$ cat src/rtl/id_scoreboard_if.sv
// Decode/writeback/flush bundle for the register scoreboard.
// The master side drives the decoded fields and the writeback events.
// The slave side (the scoreboard) returns the hazard decision and its state.
interface id_scoreboard_if #(
  parameter int CNT_W = 16
);
  logic             id_valid;
  logic [4:0]       id_rs;
  logic [4:0]       id_rt;
  logic             id_rs_use;
  logic             id_rt_use;
  logic             id_src_fp;
  logic [4:0]       id_dst;
  logic             id_dst_wr;
  logic             id_dst_fp;
  logic             id_is_mul;
  logic             wb_valid;
  logic [4:0]       wb_dst;
  logic             wb_fp;
  logic             flush;
  logic             stall;
  logic             issue;
  logic [31:0]      gpr_busy;
  logic [31:0]      fpr_busy;
  logic             mul_busy;
  logic [CNT_W-1:0] stall_cycles;

  modport master (
    output id_valid, id_rs, id_rt, id_rs_use, id_rt_use, id_src_fp,
           id_dst, id_dst_wr, id_dst_fp, id_is_mul,
           wb_valid, wb_dst, wb_fp, flush,
    input  stall, issue, gpr_busy, fpr_busy, mul_busy, stall_cycles
  );

  modport slave (
    input  id_valid, id_rs, id_rt, id_rs_use, id_rt_use, id_src_fp,
           id_dst, id_dst_wr, id_dst_fp, id_is_mul,
           wb_valid, wb_dst, wb_fp, flush,
    output stall, issue, gpr_busy, fpr_busy, mul_busy, stall_cycles
  );
endinterface

$ cat src/rtl/id_scoreboard.sv
// Decode-stage scoreboard: pending-write bits for GPR/FPR plus an
// occupancy counter for the multi-cycle FPU multiplier. Holds decode on
// RAW, WAW and multiplier structural hazards. There is no writeback bypass.
module id_scoreboard #(
  parameter int MUL_LATENCY = 4,
  parameter int CNT_W       = 16
) (
  input logic          clk,
  input logic          reset,
  id_scoreboard_if.slave sb
);
  logic [31:0]      gpr_q, gpr_d;
  logic [31:0]      fpr_q, fpr_d;
  logic [3:0]       mul_cnt, mul_cnt_d;
  logic [CNT_W-1:0] stall_cnt;
  logic             raw, waw, strct, stall, issue;

  // Bit 0 of gpr_q is never set, so r0 can never raise a hazard.
  function automatic logic busy_bit(input logic [31:0] g, input logic [31:0] f,
                                    input logic fp, input logic [4:0] idx);
    return fp ? f[idx] : g[idx];
  endfunction

  // Hazard detection from registered state only.
  always_comb begin
    raw   = (sb.id_rs_use & busy_bit(gpr_q, fpr_q, sb.id_src_fp, sb.id_rs)) |
            (sb.id_rt_use & busy_bit(gpr_q, fpr_q, sb.id_src_fp, sb.id_rt));
    waw   = sb.id_dst_wr & busy_bit(gpr_q, fpr_q, sb.id_dst_fp, sb.id_dst);
    strct = sb.id_is_mul & (mul_cnt != 4'd0);
    stall = sb.id_valid & (raw | waw | strct);
    issue = sb.id_valid & ~stall;
  end

  // Next busy bits: writeback clears first so a same-register issue set wins;
  // flush overrides everything.
  always_comb begin
    gpr_d = gpr_q;
    fpr_d = fpr_q;
    if (sb.wb_valid) begin
      if (sb.wb_fp) fpr_d[sb.wb_dst] = 1'b0;
      else          gpr_d[sb.wb_dst] = 1'b0;
    end
    if (issue && sb.id_dst_wr) begin
      if (sb.id_dst_fp) fpr_d[sb.id_dst] = 1'b1;
      else              gpr_d[sb.id_dst] = 1'b1;
    end
    gpr_d[0] = 1'b0;
    if (sb.flush) begin
      gpr_d = '0;
      fpr_d = '0;
    end
  end

  // Multiplier occupancy: reload on a multiply issue, else count down to 0.
  always_comb begin
    mul_cnt_d = mul_cnt;
    if (sb.flush)                  mul_cnt_d = 4'd0;
    else if (issue && sb.id_is_mul) mul_cnt_d = 4'(MUL_LATENCY - 1);
    else if (mul_cnt != 4'd0)      mul_cnt_d = mul_cnt - 4'd1;
  end

  // Scoreboard state registers.
  always_ff @(posedge clk or posedge reset) begin
    if (reset) begin
      gpr_q   <= '0;
      fpr_q   <= '0;
      mul_cnt <= '0;
    end else begin
      gpr_q   <= gpr_d;
      fpr_q   <= fpr_d;
      mul_cnt <= mul_cnt_d;
    end
  end

  // Saturating stall-cycle counter; survives flush, cleared only by reset.
  always_ff @(posedge clk or posedge reset) begin
    if (reset)                     stall_cnt <= '0;
    else if (stall && !(&stall_cnt)) stall_cnt <= stall_cnt + 1'b1;
  end

  assign sb.stall        = stall;
  assign sb.issue        = issue;
  assign sb.gpr_busy     = gpr_q;
  assign sb.fpr_busy     = fpr_q;
  assign sb.mul_busy     = (mul_cnt != 4'd0);
  assign sb.stall_cycles = stall_cnt;
endmodule

$ cat src/flat_wrapper.sv
// flat-port wrapper written by rule: the top's interface ports become plain ports
module id_scoreboard_flat 
#(
  parameter int MUL_LATENCY = 4,
  parameter int CNT_W       = 16
)
  (clk, reset, sb_id_valid, sb_id_rs, sb_id_rt, sb_id_rs_use, sb_id_rt_use, sb_id_src_fp, sb_id_dst, sb_id_dst_wr, sb_id_dst_fp, sb_id_is_mul, sb_wb_valid, sb_wb_dst, sb_wb_fp, sb_flush, sb_stall, sb_issue, sb_gpr_busy, sb_fpr_busy, sb_mul_busy, sb_stall_cycles);
  id_scoreboard_if #(.CNT_W(CNT_W)) sb_i ();
  input logic clk;
  input logic reset;
  input wire logic [$bits(sb_i.id_valid)-1:0] sb_id_valid;
  input wire logic [$bits(sb_i.id_rs)-1:0] sb_id_rs;
  input wire logic [$bits(sb_i.id_rt)-1:0] sb_id_rt;
  input wire logic [$bits(sb_i.id_rs_use)-1:0] sb_id_rs_use;
  input wire logic [$bits(sb_i.id_rt_use)-1:0] sb_id_rt_use;
  input wire logic [$bits(sb_i.id_src_fp)-1:0] sb_id_src_fp;
  input wire logic [$bits(sb_i.id_dst)-1:0] sb_id_dst;
  input wire logic [$bits(sb_i.id_dst_wr)-1:0] sb_id_dst_wr;
  input wire logic [$bits(sb_i.id_dst_fp)-1:0] sb_id_dst_fp;
  input wire logic [$bits(sb_i.id_is_mul)-1:0] sb_id_is_mul;
  input wire logic [$bits(sb_i.wb_valid)-1:0] sb_wb_valid;
  input wire logic [$bits(sb_i.wb_dst)-1:0] sb_wb_dst;
  input wire logic [$bits(sb_i.wb_fp)-1:0] sb_wb_fp;
  input wire logic [$bits(sb_i.flush)-1:0] sb_flush;
  output wire logic [$bits(sb_i.stall)-1:0] sb_stall;
  output wire logic [$bits(sb_i.issue)-1:0] sb_issue;
  output wire logic [$bits(sb_i.gpr_busy)-1:0] sb_gpr_busy;
  output wire logic [$bits(sb_i.fpr_busy)-1:0] sb_fpr_busy;
  output wire logic [$bits(sb_i.mul_busy)-1:0] sb_mul_busy;
  output wire logic [$bits(sb_i.stall_cycles)-1:0] sb_stall_cycles;
  assign sb_i.id_valid = sb_id_valid;
  assign sb_i.id_rs = sb_id_rs;
  assign sb_i.id_rt = sb_id_rt;
  assign sb_i.id_rs_use = sb_id_rs_use;
  assign sb_i.id_rt_use = sb_id_rt_use;
  assign sb_i.id_src_fp = sb_id_src_fp;
  assign sb_i.id_dst = sb_id_dst;
  assign sb_i.id_dst_wr = sb_id_dst_wr;
  assign sb_i.id_dst_fp = sb_id_dst_fp;
  assign sb_i.id_is_mul = sb_id_is_mul;
  assign sb_i.wb_valid = sb_wb_valid;
  assign sb_i.wb_dst = sb_wb_dst;
  assign sb_i.wb_fp = sb_wb_fp;
  assign sb_i.flush = sb_flush;
  assign sb_stall = sb_i.stall;
  assign sb_issue = sb_i.issue;
  assign sb_gpr_busy = sb_i.gpr_busy;
  assign sb_fpr_busy = sb_i.fpr_busy;
  assign sb_mul_busy = sb_i.mul_busy;
  assign sb_stall_cycles = sb_i.stall_cycles;
  id_scoreboard #(.MUL_LATENCY(MUL_LATENCY), .CNT_W(CNT_W)) u_core (.clk(clk), .reset(reset), .sb(sb_i));
endmodule
$ cat config.mk
export PLATFORM = sky130hd
export DESIGN_NAME = id_scoreboard_flat
export DESIGN_NICKNAME = d
export VERILOG_FILES = /design/src/rtl/id_scoreboard_if.sv /design/src/rtl/id_scoreboard.sv /design/src/flat_wrapper.sv
export SDC_FILE = /design/constraint.sdc
export NUM_CORES = 1
export LEC_CHECK = 0
export ABC_CLOCK_PERIOD_IN_PS = 7780
export CAP_MARGIN = 20
export CELL_PAD_IN_SITES_DETAIL_PLACEMENT = 1
export CELL_PAD_IN_SITES_GLOBAL_PLACEMENT = 1
export CORE_MARGIN = 2
export CORE_UTILIZATION = 40
export DETAILED_ROUTE_END_ITERATION = 10
export HOLD_SLACK_MARGIN = 0.08
export PLACE_DENSITY = 0.85
export SLEW_MARGIN = 10
export SYNTH_ARGS = -nofsm -noshare
export SYNTH_HDL_FRONTEND = slang
export SYNTH_SLANG_ARGS = --single-unit
export TNS_END_PERCENT = 1
$ cat constraint.sdc
create_clock -name clk -period 7.78 [get_ports clk]
set_input_delay 2.334 -clock clk [delete_from_list [all_inputs] [get_ports clk]]
set_output_delay 2.334 -clock clk [all_outputs]
set_load 0.05 [all_outputs]
# After elaboration in Yosys (flattened, before gate mapping)
# Index checks and enable logic that the tools add are counted.
[classes]
n_lt_le_gt_ge = 6
bitwise = 15
mux = 32
reduce_logical = 9
addsub = 2
[ops]
columns = ["operator", "count"]
rows = [
  ["two-way mux 32 bit", 10],
  ["AND 32 bit", 2],
  ["bitwise OR 32 bit", 2],
  ["inverter 32 bit", 1],
  ["binary-select mux 1 bit (select 5 bit)", 6],
  ["less-than comparator 5 x 6 -> 1 bit (second input constant)", 4],
  ["adder 16 x 1 -> 16 bit (second input constant)", 1],
  ["AND reduction 16 bit", 1],
  ["two-way mux 4 bit", 3],
  ["two-way mux 1 bit", 11],
  ["demux 1 bit (select 5 bit)", 2],
  [">= comparator 5 x 1 -> 1 bit (second input constant)", 2],
  ["AND 1 bit", 6],
  ["logical AND 1 bit", 5],
  ["nonzero test 4 bit", 1],
  ["subtractor 4 x 1 -> 4 bit (second input constant)", 1],
  ["bitwise OR 1 bit", 3],
  ["nonzero test 3 bit", 1],
  ["logical NOT 1 bit", 1],
  ["inverter 1 bit", 1],
]
[totals]
ff_bits = 84
input_bits = 32
wordCells = 68
out_inout_bits = 83

# Longest topological paths before layout
# Gate-level depths: netlist (run 1).
[logic_depth]
depth_word = 13
mapped_depth = 13

# Worst setup path after synthesis (run 1)
# No wires, ideal clock.
[synth_path]
path_kind = "input to output"
start = "input port sb_id_rt[1]"
end = "output port sb_issue"
t_required_ns = 5.446
setup_slack_ns = 0.536
cell_stages = 10
n_path_buf = 4
arrival_time_ns = 4.910
cell_sequence = "clkbuf_1 > buf_2 > mux4_2 > mux4_2 > inv_1 > a21oi_1 > nor4_4 > buf_6 > buf_6 > and2_1"
[synth_via]
elab_chain_len = 10
word_cells_on_any_way = 12
classes_between = "mux: 5; bitwise: 7"
[synth_lines]
columns = ["item", "line", "text"]
rows = [
  ["start, declared", "flat_wrapper.sv:13", "input wire logic [$bits(sb_i.id_rt)-1:0] sb_id_rt;"],
  ["binary-select mux 1 bit (select 5 bit)", "id_scoreboard.sv:21", "return fp ? f[idx] : g[idx];"],
  ["two-way mux 1 bit (not written as such)", "id_scoreboard.sv:21", ""],
  ["two-way mux 1 bit *", "id_scoreboard.sv:21", ""],
  ["AND 1 bit *", "id_scoreboard.sv:27", "(sb.id_rt_use & busy_bit(gpr_q, fpr_q, sb.id_src_fp, sb.id_rt));"],
  ["bitwise OR 1 bit *", "id_scoreboard.sv:26", "raw = (sb.id_rs_use & busy_bit(gpr_q, fpr_q, sb.id_src_fp, sb.id_rs)) |"],
  ["bitwise OR 1 bit * (2 in series)", "id_scoreboard.sv:30", "stall = sb.id_valid & (raw | waw | strct);"],
  ["AND 1 bit *", "id_scoreboard.sv:30", ""],
  ["inverter 1 bit *", "id_scoreboard.sv:31", "issue = sb.id_valid & ~stall;"],
  ["AND 1 bit *", "id_scoreboard.sv:31", ""],
  ["end, declared", "flat_wrapper.sv:26", "output wire logic [$bits(sb_i.issue)-1:0] sb_issue;"],
]
# Every way passes the cells marked *; elsewhere a longest branch is shown, timed or not. The select of a mux whose other input is x is not followed.

# Worst setup path after layout (run 1)
[layout_path]
start = "input port sb_id_rt[0]"
end = "output port sb_issue"
# Same word-level chain as after synthesis.

==> results.json, run 1 <==
{
  "required_ns": 5.45,
  "rsz0062_at_grt": "false",
  "finalClockSkew_ns": 0.0123,
  "synth_nets": 611,
  "drive_above_1_share_pct": 14.8,
  "gr-total-overflow": 0,
  "mappedNetlistArea_um2": 5710,
  "final_cell_mix": "clkdlybuf4s50_1, nand2_1, dfrtp_1",
  "synth_ff_type": "dfrtp_1",
  "hold_path_class": "reg2reg",
  "nets": 711,
  "first_pass_iters": 5,
  "crit_arrival_ns": 5.13,
  "dieArea_um2": 15200,
  "crit_path_max_incr_delay_ns": 0.53,
  "multiInputGateArea_um2": 3380,
  "first_iter_violations": 548,
  "p_total_mw": 1.29,
  "cts_resized": 0,
  "ys_seq_area_share_pct": 36.4,
  "drv_slew": 0,
  "placement.cell_area_um2": 7000,
  "synth_edf_count": 0,
  "grt_use_total_pct": 28.8,
  "setup_violations": 0,
  "ant_nets": 0,
  "row_count": 43,
  "insertion_delay_ns": 0.35,
  "cts_buffers": 9,
  "max_slew.worst_pin.slew_ns": 1.12,
  "relSlewSlack_pct": 24.9,
  "htreeDepth": 3,
  "ir_drop_v": 0.000103,
  "vias_per_cell": 6.39,
  "syn_inst": 577,
  "cp-end-kind": "primary output",
  "final_cell_area_um2": 7350,
  "finalCritPeriodShare_pct": 95.9,
  "p_leak_nw": 2.80,
  "rr_worst_depth": 11,
  "synthToLayoutAreaGrowth_pct": 28.7,
  "max_freq_ghz": 0.134,
  "ys_async_sr_fraction_pct": 100,
  "crit_top_cell": "mux4_2",
  "drc_errors": 0,
  "vias": 5512,
  "port_buffers": 113,
  "synth_cell_types": 57,
  "die_w_um": 123,
  "cts_buffer_depth": 2,
  "syn_area_per_cell_um2": 9.89,
  "fin_crit_ns": 7.46,
  "grt_max_degree": 84,
  "start_util_pct": 41.0,
  "path_cells": "clkdlybuf4s50_1, buf_4, mux4_2, mux4_2, o211ai_1, a21oi_1, nor4_4, and2_1, buf_12",
  "cts_tree": "done",
  "yosysWarnings": 0,
  "die_h_um": 123,
  "status": "completed",
  "antenna_found_initial": 0,
  "final-hold-violation-count": 0,
  "place_hpwl_um": 15200,
  "clk_pin_slew_worst_paths_ns": 0.06,
  "numClockSinks": 83,
  "path_class": "in2out",
  "layout_commonest_cell": "clkdlybuf4s50_1",
  "ctsHoldBuffers": 0,
  "fin_setup_tns_ns": 0,
  "cts-root-buf": "clkbuf_16",
  "drv_cap": 0,
  "startpoint_type": "input pin",
  "regArea_um2": 2080,
  "path_max_fanout": 9,
  "holdPathStages": 1,
  "hold_ws_ns": 0.502,
  "diodes": 0,
  "wl_um": 21300,
  "grt_pass1_wl_um": 32900,
  "grt_pass1_vias": 5787,
  "power_density_nw_per_um2": 176,
  "critical-path-slowest-cell": "mux4_2",
  "routedWlPerCell_um": 24.7,
  "coreArea_um2": 13900,
  "fill_cells": 1535,
  "cts_setup_buffers": 0,
  "routabilityCongestion": 0.989,
  "io_pins": 115,
  "synth-seq-cells": 83
}
sequential cells by signal, indices dropped and copies added, names as in the netlist:
signal and flops:
u_core.sb.stall_cycles 16, u_core.mul_cnt 4, u_core.sb.fpr_busy 32, u_core.sb.gpr_busy 31
final cells by class:
type	count	share of cell area, %
flip-flops and latches	83	28.3
inverters	9	0.477
multi-input cells	443	46.0
well taps	180	3.07
repair buffers	131	17.9
clock inverters	5	0.817
clock buffers	11	3.44
where the power goes:
| group | internal [mW] | leakage (nW) | switching [mW] | total, mW |
|---|---|---|---|---|
| registers | 0.455 | 1.14 | 0.0296 | 0.485 |
| clock network | 0.267 | 0.152 | 0.184 | 0.451 |
| logic | 0.135 | 1.50 | 0.223 | 0.357 |
path summary, 6_finish.rpt:
path / from / end / slack (ns)
worst max register to register: u_core.mul_cnt[0] / u_core.sb.gpr_busy[22] / 3.91
min in group asynchronous: reset / u_core.sb.gpr_busy[10] / 2.39
worst min register to register: u_core.sb.stall_cycles[14] / u_core.sb.stall_cycles[14] / 0.50
max in group asynchronous: reset / u_core.sb.fpr_busy[23] / 4.77
worst min-delay path: u_core.sb.stall_cycles[14] / u_core.sb.stall_cycles[14] / 0.50
worst max-delay path: sb_id_rt[0] / sb_issue / 0.32
through the flow:
stage / instances / utilization (%) / setup slack (ns)
finish: 862 / 52.7 / 0.315
global route: 862 / 52.7 / 0.165
CTS: 860 / 52.5 / 0.316
detailed placement: 844 / 50.2 / 0.315
global placement: 843 / 50.2 / 0.412
floorplan: 577 / - / 0.536
cells by family (layout without fill, tap and decap cells):
group                    count (synthesis)  count (layout)  share of synthesized area (%)
AND/OR/NAND/NOR                        265             265                           26.1
AO/OA/AOI/OAI                           97              97                           9.80
flip-flops                              83              83                           36.4
multiplexers                            64              64                           20.7
buffers and inverters                   51             156                           4.32
XOR/XNOR                                14              14                           2.15
adder cells (fa/ha/maj)                  2               2                          0.438
other                                    1               1                         0.0657
critical path, delay by kind of cell:
kind	cells	cell delay, ns
AOI/OAI and AO/OA	2	0.27
and+or+nand+nor	2	0.62
muxes	2	1.04
buffers and inverters	3	0.87
synth_stat cells (7+ instances only):
library cell	count	area, um2
nand3_1	11	55.1
nor2_1	16	60.1
xor2_1	12	105
nor3b_1	8	60.1
nand2_1	100	375
mux2_2	10	113
and3b_1	8	70.1
nand4_1	7	43.8
mux2i_1	11	110
nor3_1	11	55.1
nor4_1	7	43.8
a21oi_1	9	45.0
dfrtp_1	83	2080
clkbuf_1	26	97.6
o21ai_1	12	60.1
buf_2	8	40.0
inv_1	9	33.8
nand3b_1	66	495
mux4_2	42	946
o21ai_0	54	270
per-layer routing:
layer,GRT usage [%],vias to the layer above,part of all wire (%)
met5,0,-,0
met4,9.59,0,2.0
met3,5.21,41,7.0
met2,46.4,278,48
met1,39.4,2855,43
li1,-,2338,-
Power figures use the tool's default switching activity.
==> run 2: changes to the inputs <==
--- a/config.mk
+++ b/config.mk
@@ -11,11 +11,12 @@
 export CELL_PAD_IN_SITES_GLOBAL_PLACEMENT = 1
 export CORE_MARGIN = 2
 export CORE_UTILIZATION = 40
+export CTS_CLUSTER_SIZE = 10
 export DETAILED_ROUTE_END_ITERATION = 10
+export GPL_ROUTABILITY_DRIVEN = 0
 export HOLD_SLACK_MARGIN = 0.08
 export PLACE_DENSITY = 0.85
 export SLEW_MARGIN = 10
 export SYNTH_ARGS = -nofsm -noshare
 export SYNTH_HDL_FRONTEND = slang
 export SYNTH_SLANG_ARGS = --single-unit
-export TNS_END_PERCENT = 1
==> run 2 against run 1 <==
Clock-buffer cell count shrank 1; combinational power about the same; largest power group unchanged; highest routed layer unchanged; global-route usage rose by 0.099 points; worst hold slack worse by 0.012 ns; final area fell by 0.32%; sequential share of layout area increased by 0.092 points; clock skew decreased by 0.0055 ns; largest cell class unchanged; critical endpoint unchanged.
==> results.json, run 2 (synthesis results as in run 1) <==
{
  "status": "completed",
  "drc_errors": 0,
  "p_int_uw": 846,
  "row_count": 43,
  "cts_resized": 0,
  "cp-end-kind": "primary output",
  "io_pins": 115,
  "start_util_pct": 41.0,
  "crit_path_max_incr_delay_ns": 0.80,
  "swShare_pct": 34.2,
  "grt_max_degree": 84,
  "antenna_found_initial": 0,
  "grt_use_total_pct": 28.9,
  "final-hold-violation-count": 0,
  "grt_pass1_vias": 5753,
  "r2r-end": "u_core.sb.gpr_busy[22]",
  "die_h_um": 123,
  "r2r-start": "u_core.mul_cnt[0]",
  "setup_violations": 0,
  "insertion_delay_ns": 0.36,
  "wl_met3_um": 1580,
  "fin_crit_ns": 7.45,
  "cts_tree": "done",
  "drv_cap": 0,
  "post-place-cells": 843,
  "drv_slew": 0,
  "synthToLayoutAreaGrowth_pct": 28.3,
  "p_sw_uw": 440,
  "cts_buffer_depth": 2,
  "fill_cells": 1541,
  "r2r_setup_slack_ns": 3.93,
  "required_ns": 5.45,
  "startpoint_type": "input pin",
  "top_layer_used": "met4",
  "rr_worst_depth": 11,
  "cts_setup_buffers": 0,
  "crit_arrival_ns": 5.11,
  "power_density_nw_per_um2": 176,
  "max_freq_ghz": 0.134,
  "pre_cts_ws_ns": 0.354,
  "clk_pin_slew_worst_paths_ns": 0.06,
  "path_class": "in2out",
  "place_hpwl_um": 15200,
  "critical-path-slowest-cell": "clkdlybuf4s50_1",
  "layout_commonest_cell": "clkdlybuf4s50_1",
  "min_to": "u_core.sb.stall_cycles[13]",
  "diodes": 0,
  "hold_path_class": "reg2reg",
  "first_iter_violations": 602,
  "cts-root-buf": "clkbuf_16",
  "largest_reg_flops": 32,
  "wl_met2_um": 10300,
  "htreeDepth": 3,
  "nets": 712,
  "path_cells": "clkdlybuf4s50_1, mux2_2, a2111oi_0, nor4b_1, o311ai_0, o211ai_1, nor4_4, and2_1, buf_12",
  "cts_buffers": 9,
  "p_seq_share_pct": 37.8,
  "p_leak_nw": 2.79,
  "wl_met1_um": 8680,
  "finalClockSkew_ns": 0.00687,
  "final_cells": 863,
  "ir_drop_v": 0.000104,
  "numClockSinks": 83,
  "final_cell_mix": "clkdlybuf4s50_1, nand2_1, dfrtp_1",
  "die_w_um": 123,
  "vias_per_cell": 6.31,
  "max_slew.worst_pin.slew_ns": 0.999,
  "holdPathStages": 1,
  "vias": 5444,
  "gr-total-overflow": 0,
  "grt_pass1_wl_um": 32700,
  "wl_um": 21300,
  "comb_power_share_pct": 27.9,
  "drive_above_1_share_pct": 14.9,
  "coreArea_um2": 13900,
  "setup_slack_ns": 0.332,
  "ctsHoldBuffers": 0,
  "clkPwrFrac_pct": 34.4,
  "ant_nets": 0,
  "rsz0062_at_grt": "false",
  "routedWlPerCell_um": 24.7,
  "finalCritPeriodShare_pct": 95.7,
  "port_buffers": 113,
  "first_pass_iters": 5,
  "path_max_fanout": 10,
  "fin_setup_tns_ns": 0,
  "dieArea_um2": 15200,
  "relSlewSlack_pct": 32.9,
  "hold_start": "u_core.sb.stall_cycles[13]"
}
-- run 2: changes by cell type in the layout (fill, tap and decap cells not counted), sizes merged --
| cell | change |
|---|---|
| clkinv | +2 |
| inv | -1 |
-- run 2: power by group through the flow --
stage          registers [mW]  clock network [mW]  logic, mW
2_1_floorplan           0.539                   0      0.187
3_3_place_gp            0.489                   0      0.336
3_5_place_dp            0.493                   0      0.351
4_1_cts                 0.486               0.446      0.354
5_1_grt                 0.489               0.461      0.379
6_report                0.486               0.442      0.358
-- run 2: worst max-delay path by stage --
stage / endpoint / start / slack [ns]
CTS: sb_issue / sb_id_dst[0] / 0.36
global placement: sb_issue / sb_id_dst[0] / 0.40
detailed placement: sb_issue / sb_id_dst[0] / 0.35
finish: sb_issue / sb_id_rt[1] / 0.33
global route: sb_issue / sb_id_rt[1] / 0.17
floorplan: sb_issue / sb_id_rt[1] / 0.54
-- run 2: critical path: cells and delay by family --
family | cells | cell delay (ns)
AOI/OAI and AO/OA | 3 | 0.80
buffers and inverters | 2 | 0.94
muxes | 1 | 0.40
and+or+nand+nor | 3 | 0.62
-- run 2: routing by layer --
metal  track usage, %  vias to the layer above
li1                 -                     2331
met5                0                        -
met4             12.3                        0
met1             37.9                     2765
met3             5.30                       57
met2             47.2                      291
-- run 2: layout make-up --
class	count	area (um2)	share of cell area [%]
Tap cell	180	225	3.08
Timing Repair Buffer	132	1300	17.7
Multi-Input combinational cell	443	3380	46.2
Clock inverter	6	65.1	0.888
Sequential cell	83	2080	28.4
Inverter	9	35.0	0.478
Clock buffer	10	239	3.26
-- run 2: per-stage QoR --
step | hold slack [ns] | utilization [%] | cell area (um2) | total power [mW]
2_1_floorplan | 0.521 | - | 5710 | 0.726
3_3_place_gp | 0.477 | 50.1 | 6980 | 0.826
3_5_place_dp | 0.485 | 50.1 | 6980 | 0.844
4_1_cts | 0.497 | 52.3 | 7290 | 1.29
5_1_grt | 0.516 | 52.6 | 7320 | 1.33
6_report | 0.491 | 52.6 | 7320 | 1.29
